**src/rtl/stack_pkg.sv**
```systemverilog
// Shared definitions for the 8080 stack sequencer: op codes, FSM states,
// default stack bounds and the latched request record.
package stack_pkg;

    localparam logic [15:0] SP_RESET_DEF    = 16'hFFFF;
    localparam logic [15:0] STACK_LIMIT_DEF = 16'hBFFF;
    // Any SP above this would wrap past 16'hFFFF on a pop.
    localparam logic [15:0] UDF_THRESH      = 16'hFFFD;

    typedef enum logic [2:0] {
        OP_PUSH  = 3'd0,
        OP_POP   = 3'd1,
        OP_CALL  = 3'd2,
        OP_RET   = 3'd3,
        OP_XTHL  = 3'd4,
        OP_SPHL  = 3'd5,
        OP_RST   = 3'd6,
        OP_LXISP = 3'd7
    } op_e;

    typedef enum logic [2:0] {
        ST_INIT,
        ST_IDLE,
        ST_ISSUE,
        ST_CAPT,
        ST_DONE
    } state_e;

    typedef struct packed {
        op_e         op;
        logic [15:0] data;
        logic [15:0] pc;
        logic [2:0]  rstn;
        logic        cond;
    } req_t;

    // RST n jumps to n*8.
    function automatic logic [15:0] rst_vector(input logic [2:0] n);
        return {10'b0, n, 3'b000};
    endfunction

endpackage

```
**src/rtl/stack_ctrl.sv**
```systemverilog
// Stack sequencer: turns execute-stage stack ops into single memory strobes,
// captures popped data, tracks a shadow SP and sticky over/underflow flags.
module stack_ctrl
    import stack_pkg::*;
#(
    parameter logic [15:0] SP_RESET    = SP_RESET_DEF,
    parameter logic [15:0] STACK_LIMIT = STACK_LIMIT_DEF
) (
    input  logic        clk,
    input  logic        rst_n,
    input  logic        req_valid,
    output logic        req_ready,
    input  logic [2:0]  req_op,
    input  logic [15:0] req_data,
    input  logic [15:0] req_pc,
    input  logic [2:0]  req_rstn,
    input  logic        req_cond,
    output logic        done,
    output logic [15:0] result,
    output logic        pc_load,
    output logic [15:0] pc_target,
    output logic [15:0] sp_q,
    output logic        err_ovf,
    output logic        err_udf,
    input  logic        clr_err,
    output logic        mem_push,
    output logic        mem_pop,
    output logic        mem_swap,
    output logic        mem_replace_sp,
    output logic [15:0] mem_data,
    input  logic [15:0] mem_out
);

    state_e      state_q, state_d;
    req_t        req_q, req_d;
    logic [15:0] sp_d, result_q, result_d, pct_q, pct_d;
    logic        abort_q, abort_d, ovf_q, ovf_d, udf_q, udf_d;
    logic        do_push, do_pop, do_swap, do_repl, want_pop, udf_hit;
    logic        push_pc, jump_op;
    logic [15:0] sp_dec;

    assign result    = result_q;
    assign pc_target = pct_q;
    assign err_ovf   = ovf_q;
    assign err_udf   = udf_q;
    assign sp_dec    = sp_q - 16'd2;

    // Decode the latched op into the single memory action it needs.
    always_comb begin
        want_pop = (req_q.op == OP_POP) || (req_q.op == OP_RET && req_q.cond);
        udf_hit  = want_pop && (sp_q > UDF_THRESH);
        do_pop   = want_pop && !udf_hit;
        push_pc  = (req_q.op == OP_CALL && req_q.cond) || (req_q.op == OP_RST);
        do_push  = (req_q.op == OP_PUSH) || push_pc;
        do_swap  = (req_q.op == OP_XTHL);
        do_repl  = (req_q.op == OP_SPHL) || (req_q.op == OP_LXISP);
        jump_op  = ((req_q.op == OP_CALL || req_q.op == OP_RET) && req_q.cond) ||
                   (req_q.op == OP_RST);
    end

    // FSM state register.
    always_ff @(posedge clk or negedge rst_n) begin
        if (!rst_n) state_q <= ST_INIT;
        else        state_q <= state_d;
    end

    // FSM next state: pop/swap need an extra cycle to capture registered data.
    always_comb begin
        state_d = state_q;
        case (state_q)
            ST_INIT:  state_d = ST_IDLE;
            ST_IDLE:  if (req_valid) state_d = ST_ISSUE;
            ST_ISSUE: state_d = (do_pop || do_swap) ? ST_CAPT : ST_DONE;
            ST_CAPT:  state_d = ST_DONE;
            ST_DONE:  state_d = ST_IDLE;
            default:  state_d = ST_INIT;
        endcase
    end

    // FSM outputs; the INIT resync strobe is held off while reset is asserted.
    always_comb begin
        req_ready      = (state_q == ST_IDLE);
        done           = (state_q == ST_DONE);
        pc_load        = (state_q == ST_DONE) && jump_op && !abort_q;
        mem_push       = 1'b0;
        mem_pop        = 1'b0;
        mem_swap       = 1'b0;
        mem_replace_sp = 1'b0;
        mem_data       = '0;
        case (state_q)
            ST_INIT: begin
                mem_replace_sp = rst_n;
                mem_data       = rst_n ? SP_RESET : 16'h0000;
            end
            ST_ISSUE: begin
                mem_push       = do_push;
                mem_pop        = do_pop;
                mem_swap       = do_swap;
                mem_replace_sp = do_repl;
                if (push_pc)                          mem_data = req_q.pc;
                else if (do_push || do_swap || do_repl) mem_data = req_q.data;
            end
            default: ;
        endcase
    end

    // Datapath next values: request latch, shadow SP, result/target, error flags.
    always_comb begin
        logic ovf_set, udf_set;
        req_d    = req_q;
        sp_d     = sp_q;
        result_d = result_q;
        pct_d    = pct_q;
        abort_d  = abort_q;
        ovf_set  = 1'b0;
        udf_set  = 1'b0;
        case (state_q)
            ST_INIT: sp_d = SP_RESET;
            ST_IDLE: begin
                if (req_valid) begin
                    req_d.op   = op_e'(req_op);
                    req_d.data = req_data;
                    req_d.pc   = req_pc;
                    req_d.rstn = req_rstn;
                    req_d.cond = req_cond;
                    abort_d    = 1'b0;
                end
            end
            ST_ISSUE: begin
                if (do_push) begin
                    sp_d    = sp_dec;
                    ovf_set = (sp_dec < STACK_LIMIT);
                end else if (do_pop) begin
                    sp_d = sp_q + 16'd2;
                end else if (do_repl) begin
                    sp_d = req_q.data;
                end
                if (req_q.op == OP_CALL && req_q.cond) pct_d = req_q.data;
                if (req_q.op == OP_RST)                pct_d = rst_vector(req_q.rstn);
                if (udf_hit) begin
                    result_d = '0;
                    udf_set  = 1'b1;
                    abort_d  = 1'b1;
                end
            end
            ST_CAPT: begin
                result_d = mem_out;
                if (req_q.op == OP_RET) pct_d = mem_out;
            end
            default: ;
        endcase
        // A flag that sets in the same cycle as clr_err stays set.
        ovf_d = (ovf_q && !clr_err) || ovf_set;
        udf_d = (udf_q && !clr_err) || udf_set;
    end

    // Datapath registers.
    always_ff @(posedge clk or negedge rst_n) begin
        if (!rst_n) begin
            req_q    <= '0;
            sp_q     <= SP_RESET;
            result_q <= '0;
            pct_q    <= '0;
            abort_q  <= 1'b0;
            ovf_q    <= 1'b0;
            udf_q    <= 1'b0;
        end else begin
            req_q    <= req_d;
            sp_q     <= sp_d;
            result_q <= result_d;
            pct_q    <= pct_d;
            abort_q  <= abort_d;
            ovf_q    <= ovf_d;
            udf_q    <= udf_d;
        end
    end

endmodule
```
**config.mk**
```make
export PLATFORM = sky130hd
export DESIGN_NAME = stack_ctrl
export DESIGN_NICKNAME = d
export VERILOG_FILES = /design/src/rtl/stack_pkg.sv /design/src/rtl/stack_ctrl.sv
export SDC_FILE = /design/constraint.sdc
export NUM_CORES = 1
export LEC_CHECK = 0
export ABC_CLOCK_PERIOD_IN_PS = 2160
export BUFFER_PORTS_ARGS = -buffer_cell sky130_fd_sc_hd__buf_2
export CELL_PAD_IN_SITES_DETAIL_PLACEMENT = 2
export CELL_PAD_IN_SITES_GLOBAL_PLACEMENT = 2
export CORE_AREA = 2 2 134 136
export CTS_CLUSTER_DIAMETER = 40
export DETAILED_ROUTE_END_ITERATION = 8
export DIE_AREA = 0 0 136 138
export PLACE_DENSITY_LB_ADDON = 0.25
export SLEW_MARGIN = 20
export SYNTH_ARGS = -nofsm -noshare
export SYNTH_HDL_FRONTEND = slang
export SYNTH_SLANG_ARGS = --single-unit
```
**constraint.sdc**
```tcl
create_clock -name clk -period 2.16 [get_ports clk]
set_input_delay 0.324 -clock clk [delete_from_list [all_inputs] [get_ports clk]]
set_output_delay 0.324 -clock clk [all_outputs]
set_load 0.02 [all_outputs]
```
==> flow_summary_export.csv, run 1 <==
group,metric,value,unit
run_status,status,"finished with violations",
run_status,violations,"setup timing",
synth,synth_top_cell_area_share,37.6,%
finish,n_antenna_cell,0,
synth,yosysTopAreaCell,"dfrtp_1",
setup_path,r2r_end,"result[14]$_DFFE_PN0P_",
drt,wl_per_cell,24.7,um
setup_path,critPathCaptureType,"output pin",
synth,synth_warnings,0,
finish,finalNonFillerCells,955,
drt,dr.pass1.iters,4,
finish,drive_gt1_share,52.6,%
clock_tree,clock_path_buffers,2,
synth,synthesis.nets,570,
place,io_buffer_count,131,
floorplanning,core-area,17500,um2
clock_tree,cts_buffers,9,
sta,max_freq,413,MHz
place,place_congestion,0.893,
synth,synth_cells,509,
synth,yosys.cell_count.top_type,"dfrtp_1",
clock_tree,path_clk_slew,0.07,ns
global_routing,grt_first_pass_wirelength,34300,um
finish,fill_cells,1894,
global_routing,antenna_found_initial,0,
drt,route.detailed.drc,0,
sta,final.min_clock_period,2.42,ns
drt,viasPerCell,5.54,
floorplanning,die-area,18800,um2
setup_path,path_max_fanout,8,
clock_tree,cts.sinks,93,
sta,setup_ws,-0.262,ns
place,dp.cells,903,
global_routing,globalRouteMet3Util,3.59,%
worst_hold_path,hold_path_class,"primary input to async pin",
power,p_leak,3.35,nW
sta,drv_slew,0,
sta,final-setup-viol-count,35,
drt,finalWirelength,23500,um
setup_path,crit_type,"flip-flop to output pin",
sta,rsz0062_at_grt,"yes",
global_routing,grtUsageMet2,42.2,%
setup_path,worst-r2r-setup-slack,-0.11,ns
finish,seq_area,2350,um2
drt,drtAntennaViolNets,0,
synth,synthTopCellsByArea,"dfrtp_1, dfstp_2, mux2_2",
synth,synth_edf_count,0,
sta,skew,0.00562,ns
sta,relSlewSlack,47.8,%
global_routing,met1_usage,29.7,%
place,place_ws,-0.0720,ns
global_routing,grt-ovfl-total,0,
floorplanning,ios,132,
sta,hold_viol_final,0,
global_routing,busiest_layer,"met2",
finish,fin_nets,782,
floorplanning,initial_core_util,29.2,%
power,fin_total_pwr,13.9,mW
synth,ys_ff_latch,93,
synth,synth-main-ff-cell,"dfrtp_1",
clock_tree,h-tree-depth,3,
clock_tree,cts-root-buf,"clkbuf_16",
setup_path,r2r_start,"req_q[38]$_DFFE_PN0P_",
power,power_density,1840,nW/um2
synth,seq_area_frac_synth,45.8,%
drt,first_iter_violations,275,
synth,synth_area_per_cell,10.1,um2
synth,synthArstFlopShare,100,%
floorplanning,rows,49,
floorplanning,dieWidth,136,um
power,peakVddDrop,0.740,mV
drt,dr_total_vias,5291,
global_routing,grt_max_degree,94,
clock_tree,cts_tree,"done",
finish,area_growth_syn_to_layout,47.3,%
finish,multi_input_comb_area,2840,um2
clock_tree,cts-hold-fix-buffers,0,
global_routing,grt_util_all_layers,23.8,%
job,drv_cap,0,
clock_tree,clock_latency,0.36,ns
floorplanning,die_h,138,um
setup_path,cp-start-kind,"flip-flop",
place,place_hpwl,16100,um
global_routing,grt_pass1_vias,5741,
setup_path,rr_worst_depth,7,
setup_path,crit_required,1.84,ns
synth,netlist_area,5120,um2
synth,synth_commonest_cells,"dfrtp_1, nand2_1, mux2_2, nor2_1, o21ai_0",
sta,timing.final.crit_share,112,%
sta,tightestPinTransition,0.782,ns
synth,synth_cell_types,75,
setup_path,worst_ep_arrival_time,2.10,ns
-- registers in the layout (all words and copies together), names as in the netlist --
signal	flops
abort_q	1
err_ovf	1
err_udf	1
pc_target	16
req_q	39
result	16
sp_q	16
state_q	3
-- worst max-delay path, stage by stage, from the launching register on --
cell     delay (ns)
dfrtp_2        0.45
nor2_4         0.16
nand2_4        0.10
nor4b_4        0.33
buf_4          0.21
buf_12         0.13
a221o_1        0.21
buf_6          0.14
-- per-layer routing --
layer	up-vias	share of wire, %
li1	2345	-
met2	126	53
met5	-	0
met1	2782	42
met4	0	2.5
met3	38	2.8
-- how the worst max path moves through the flow --
stage	from	end	slack (ns)	cells past startpoint
floorplan	sp_q[1]$_DFFE_PN1P_	err_ovf$_DFF_PN0_	-0.09	7
global placement	sp_q[1]$_DFFE_PN1P_	sp_q[12]$_DFFE_PN1P_	-0.1	7
detailed placement	sp_q[1]$_DFFE_PN1P_	err_ovf$_DFF_PN0_	-0.07	7
CTS	state_q[2]$_DFFE_PN0P_	mem_data[14]	-0.16	6
global route	state_q[0]$_DFFE_PN0P_	mem_data[14]	-0.31	7
finish	state_q[0]$_DFFE_PN0P_	mem_data[14]	-0.26	7
-- cell usage in the layout, fill, tap and decap left out, drive strengths merged, types with 7 or more instances in the layout --
cell	instances
mux2	40
buf	242
o21ai	41
nor2	37
clkbuf	12
nor4	7
o22ai	7
a22o	13
nor3	14
inv	11
nand2	47
dfrtp	77
a221o	17
a21oi	18
nand3	8
dfstp	16
a22oi	14
-- logic make-up after synthesis --
| group | count (synthesis) | share of synthesized area (%) |
|---|---|---|
| XOR/XNOR | 10 | 1.71 |
| AO/OA/AOI/OAI | 157 | 22.3 |
| flip-flops | 93 | 45.8 |
| adder cells (fa/ha/maj) | 2 | 0.489 |
| AND/OR/NAND/NOR | 154 | 15.9 |
| buffers and inverters | 50 | 4.40 |
| multiplexers | 43 | 9.38 |
-- what timing repair did --
action,CTS,global route
pin swaps,5,26
gates cloned,2,2
resized for setup,39,77
endpoints found under the setup margin,28,50
buffers inserted,7,25
-- metrics by stage --
step | hold WS [ns] | util, % | TNS [ns] | cell area (um2)
after floorplan | 0.0284 | - | -0.146 | 5180
after global placement | 0.455 | 37.3 | -0.0951 | 6540
after detailed placement | 0.462 | 37.3 | -0.123 | 6540
after CTS | 0.0849 | 40.1 | -2.41 | 7030
after global routing | 0.0716 | 43.0 | -7.41 | 7540
final | 0.0282 | 43.0 | -5.00 | 7540
-- cell type report --
type	count	share of cell area [%]
timing repair buffer	244	23.1
clock buffer	10	3.17
tap	229	3.80
clock inverter	6	0.697
sequential	93	31.2
inverter	7	0.348
multi-input combinational	366	37.6
-- power by group --
| part | internal [mW] | switching, mW | leakage [nW] |
|---|---|---|---|
| Combinational | 3.83 | 4.86 | 2.12 |
| Sequential | 2.67 | 0.902 | 1.09 |
| Clock | 0.837 | 0.803 | 0.143 |
| Total | 7.33 | 6.57 | 3.35 |
(Power assumes the default switching activity.)
==> run 2, diff against run 1 <==
--- a/config.mk
+++ b/config.mk
@@ -14,6 +14,7 @@
 export DETAILED_ROUTE_END_ITERATION = 8
 export DIE_AREA = 0 0 136 138
 export PLACE_DENSITY_LB_ADDON = 0.25
+export SETUP_SLACK_MARGIN = 0.05
 export SLEW_MARGIN = 20
 export SYNTH_ARGS = -nofsm -noshare
 export SYNTH_HDL_FRONTEND = slang
==> flow_summary_export.csv, run 2 (synthesis results as in run 1) <==
group,metric,value,unit
sta,holdWs,0.0187,ns
drt,dr_total_vias,5391,
job,drv_cap,0,
finish,mostFrequentLayoutCells,"buf_4, buf_2, dfrtp_1",
power,p_leak,3.53,nW
power,power_frac_comb,65.0,%
setup_path,r2r_end,"state_q[1]$_DFFE_PN0P_",
clock_tree,h-tree-depth,3,
sta,tightestPinTransition,0.836,ns
worst_hold_path,hold_path_class,"primary input to async pin",
place,place_hpwl,16000,um
power,peakVddDrop,0.694,mV
setup_path,critPathCaptureType,"output pin",
clock_tree,cts.sinks,93,
finish,fin_nets,810,
global_routing,grt-ovfl-total,0,
sta,hold_viol_final,0,
sta,max_freq,414,MHz
sta,setup_tns,-4.53,ns
power,switching_share,47.6,%
sta,relSlewSlack,44.3,%
setup_path,worst_ep_arrival_time,2.09,ns
setup_path,critPathBufInv,2,
global_routing,grt_pass1_vias,5865,
finish,fin_util,45.2,%
setup_path,path_cells,"nor2_2 > nand2_2 > nor4b_4 > buf_6 > a221o_1 > buf_6",
power,pwr-share-clk,10.9,%
setup_path,crit_type,"flip-flop to output pin",
floorplanning,initial_core_util,29.2,%
sta,final-setup-viol-count,40,
drt,first_iter_violations,294,
run_status,violations,"setup timing",
setup_path,slowest_stage,"dfrtp_1",
setup_path,crit_required,1.84,ns
global_routing,grt_max_degree,94,
setup_path,crit_family,"simple AND/OR/NAND/NOR gates",
drt,route.detailed.drc,0,
sta,setup_ws,-0.256,ns
floorplanning,dieWidth,136,um
finish,largest_register_ffs,39,
place,dp.cells,909,
power,p_sw,7.16,mW
power,cellInternalPower,7.87,mW
sta,skew,0.00938,ns
power,seqPwrFrac,24.1,%
finish,design_area,7930,um2
setup_path,startpoint,"state_q[0]$_DFFE_PN0P_",
setup_path,timing.critical_path.mode_cell,"buf_6",
setup_path,worst-r2r-setup-slack,-0.09,ns
place,placed_cell_area,6590,um2
setup_path,slowest_delay,0.44,ns
clock_tree,clock_path_buffers,2,
setup_path,rr_worst_depth,8,
finish,final_common_cell,"buf_4",
sta,timing.final.crit_share,112,%
drt,wl_per_cell,26.3,um
place,io_buffer_count,131,
finish,area_growth_syn_to_layout,54.9,%
sta,final.min_clock_period,2.42,ns
clock_tree,cts_tree,"done",
drt,viasPerCell,5.47,
power,power_density,1890,nW/um2
drt,drtAntennaViolNets,0,
power,fin_total_pwr,15.0,mW
setup_path,cp-start-kind,"flip-flop",
finish,finalNonFillerCells,985,
clock_tree,clock_latency,0.37,ns
clock_tree,cts_buffers,9,
finish,drive_gt1_share,57.2,%
floorplanning,die-area,18800,um2
place,place_ws,-0.121,ns
floorplanning,core-area,17500,um2
drt,finalWirelength,25900,um
setup_path,path_max_fanout,8,
clock_tree,cts-root-buf,"clkbuf_16",
run_status,status,"finished with violations",
clock_tree,cts-hold-fix-buffers,0,
floorplanning,die_h,138,um
global_routing,grt_first_pass_wirelength,36600,um
floorplanning,ios,132,
clock_tree,path_clk_slew,0.08,ns
global_routing,antenna_found_initial,3,
finish,largest_register,"req_q",
sta,drv_slew,0,
setup_path,r2r_start,"sp_q[11]$_DFFE_PN1P_",
global_routing,grt_util_all_layers,25.8,%
sta,rsz0062_at_grt,"yes",
place,place_congestion,0.904,
floorplanning,rows,49,
drt,dr.pass1.iters,6,
run 2: changes by cell type in the layout (fill, tap and decap cells not counted), sizes merged, moves of 2 or more:
cell / delta
diode: +2
buf: +29
clkinvlp: +2
clkbuf: -2
run 2: routing by layer:
metal  wire length [um]  vias up  track usage [%]
met5                 11        -                0
met4                637        2             6.52
met3               1220       46             4.69
met2              13300      168             44.5
met1              10700     2785             33.3
li1                   -     2390                -
run 2: worst max-delay path by stage:
| stage | endpoint | slack (ns) | depth (start not counted) |
|---|---|---|---|
| 2_1_floorplan | err_ovf$_DFF_PN0_ | -0.09 | 7 |
| 3_3_place_gp | sp_q[3]$_DFFE_PN1P_ | -0.08 | 6 |
| 3_5_place_dp | sp_q[3]$_DFFE_PN1P_ | -0.12 | 6 |
| 4_1_cts | mem_data[5] | -0.15 | 6 |
| 5_1_grt | mem_data[5] | -0.30 | 6 |
| 6_report | mem_data[5] | -0.26 | 6 |
run 2: power by group through the flow:
stage               registers [mW]  clock network [mW]  logic [mW]
floorplan                     3.68                   0        3.87
global placement              3.51                   0        6.98
detailed placement            3.56                   0        7.22
CTS                           3.55                1.67        8.20
global route                  3.70                1.75        10.3
finish                        3.62                1.65        9.77
run 2: worst register-to-register path, cell delays in order, from the launching register on:
cell and delay, ns:
dfstp_2 0.63, and4_2 0.30, nor2b_4 0.18, buf_4 0.16, a21oi_4 0.08, buf_6 0.13
buf_4 0.13, o21ai_0 0.34, nand2b_1 0.17
run 2: final cells by class:
cell class / count / area, um2
clock inverters: 6 / 53.8
multi-input cells: 367 / 3000
well taps: 229 / 287
fillers: 1857 / 9600
diodes: 2 / 5.00
clock buffers: 10 / 239
repair buffers: 271 / 1970
flip-flops and latches: 93 / 2350
inverters: 7 / 26.3
run 2: timing repair:
item / CTS / global route
buffers inserted: 30 / 26
pin swaps: 29 / 37
resized for setup: 81 / 77
cloned: 4 / 0
setup endpoints to repair: 48 / 58
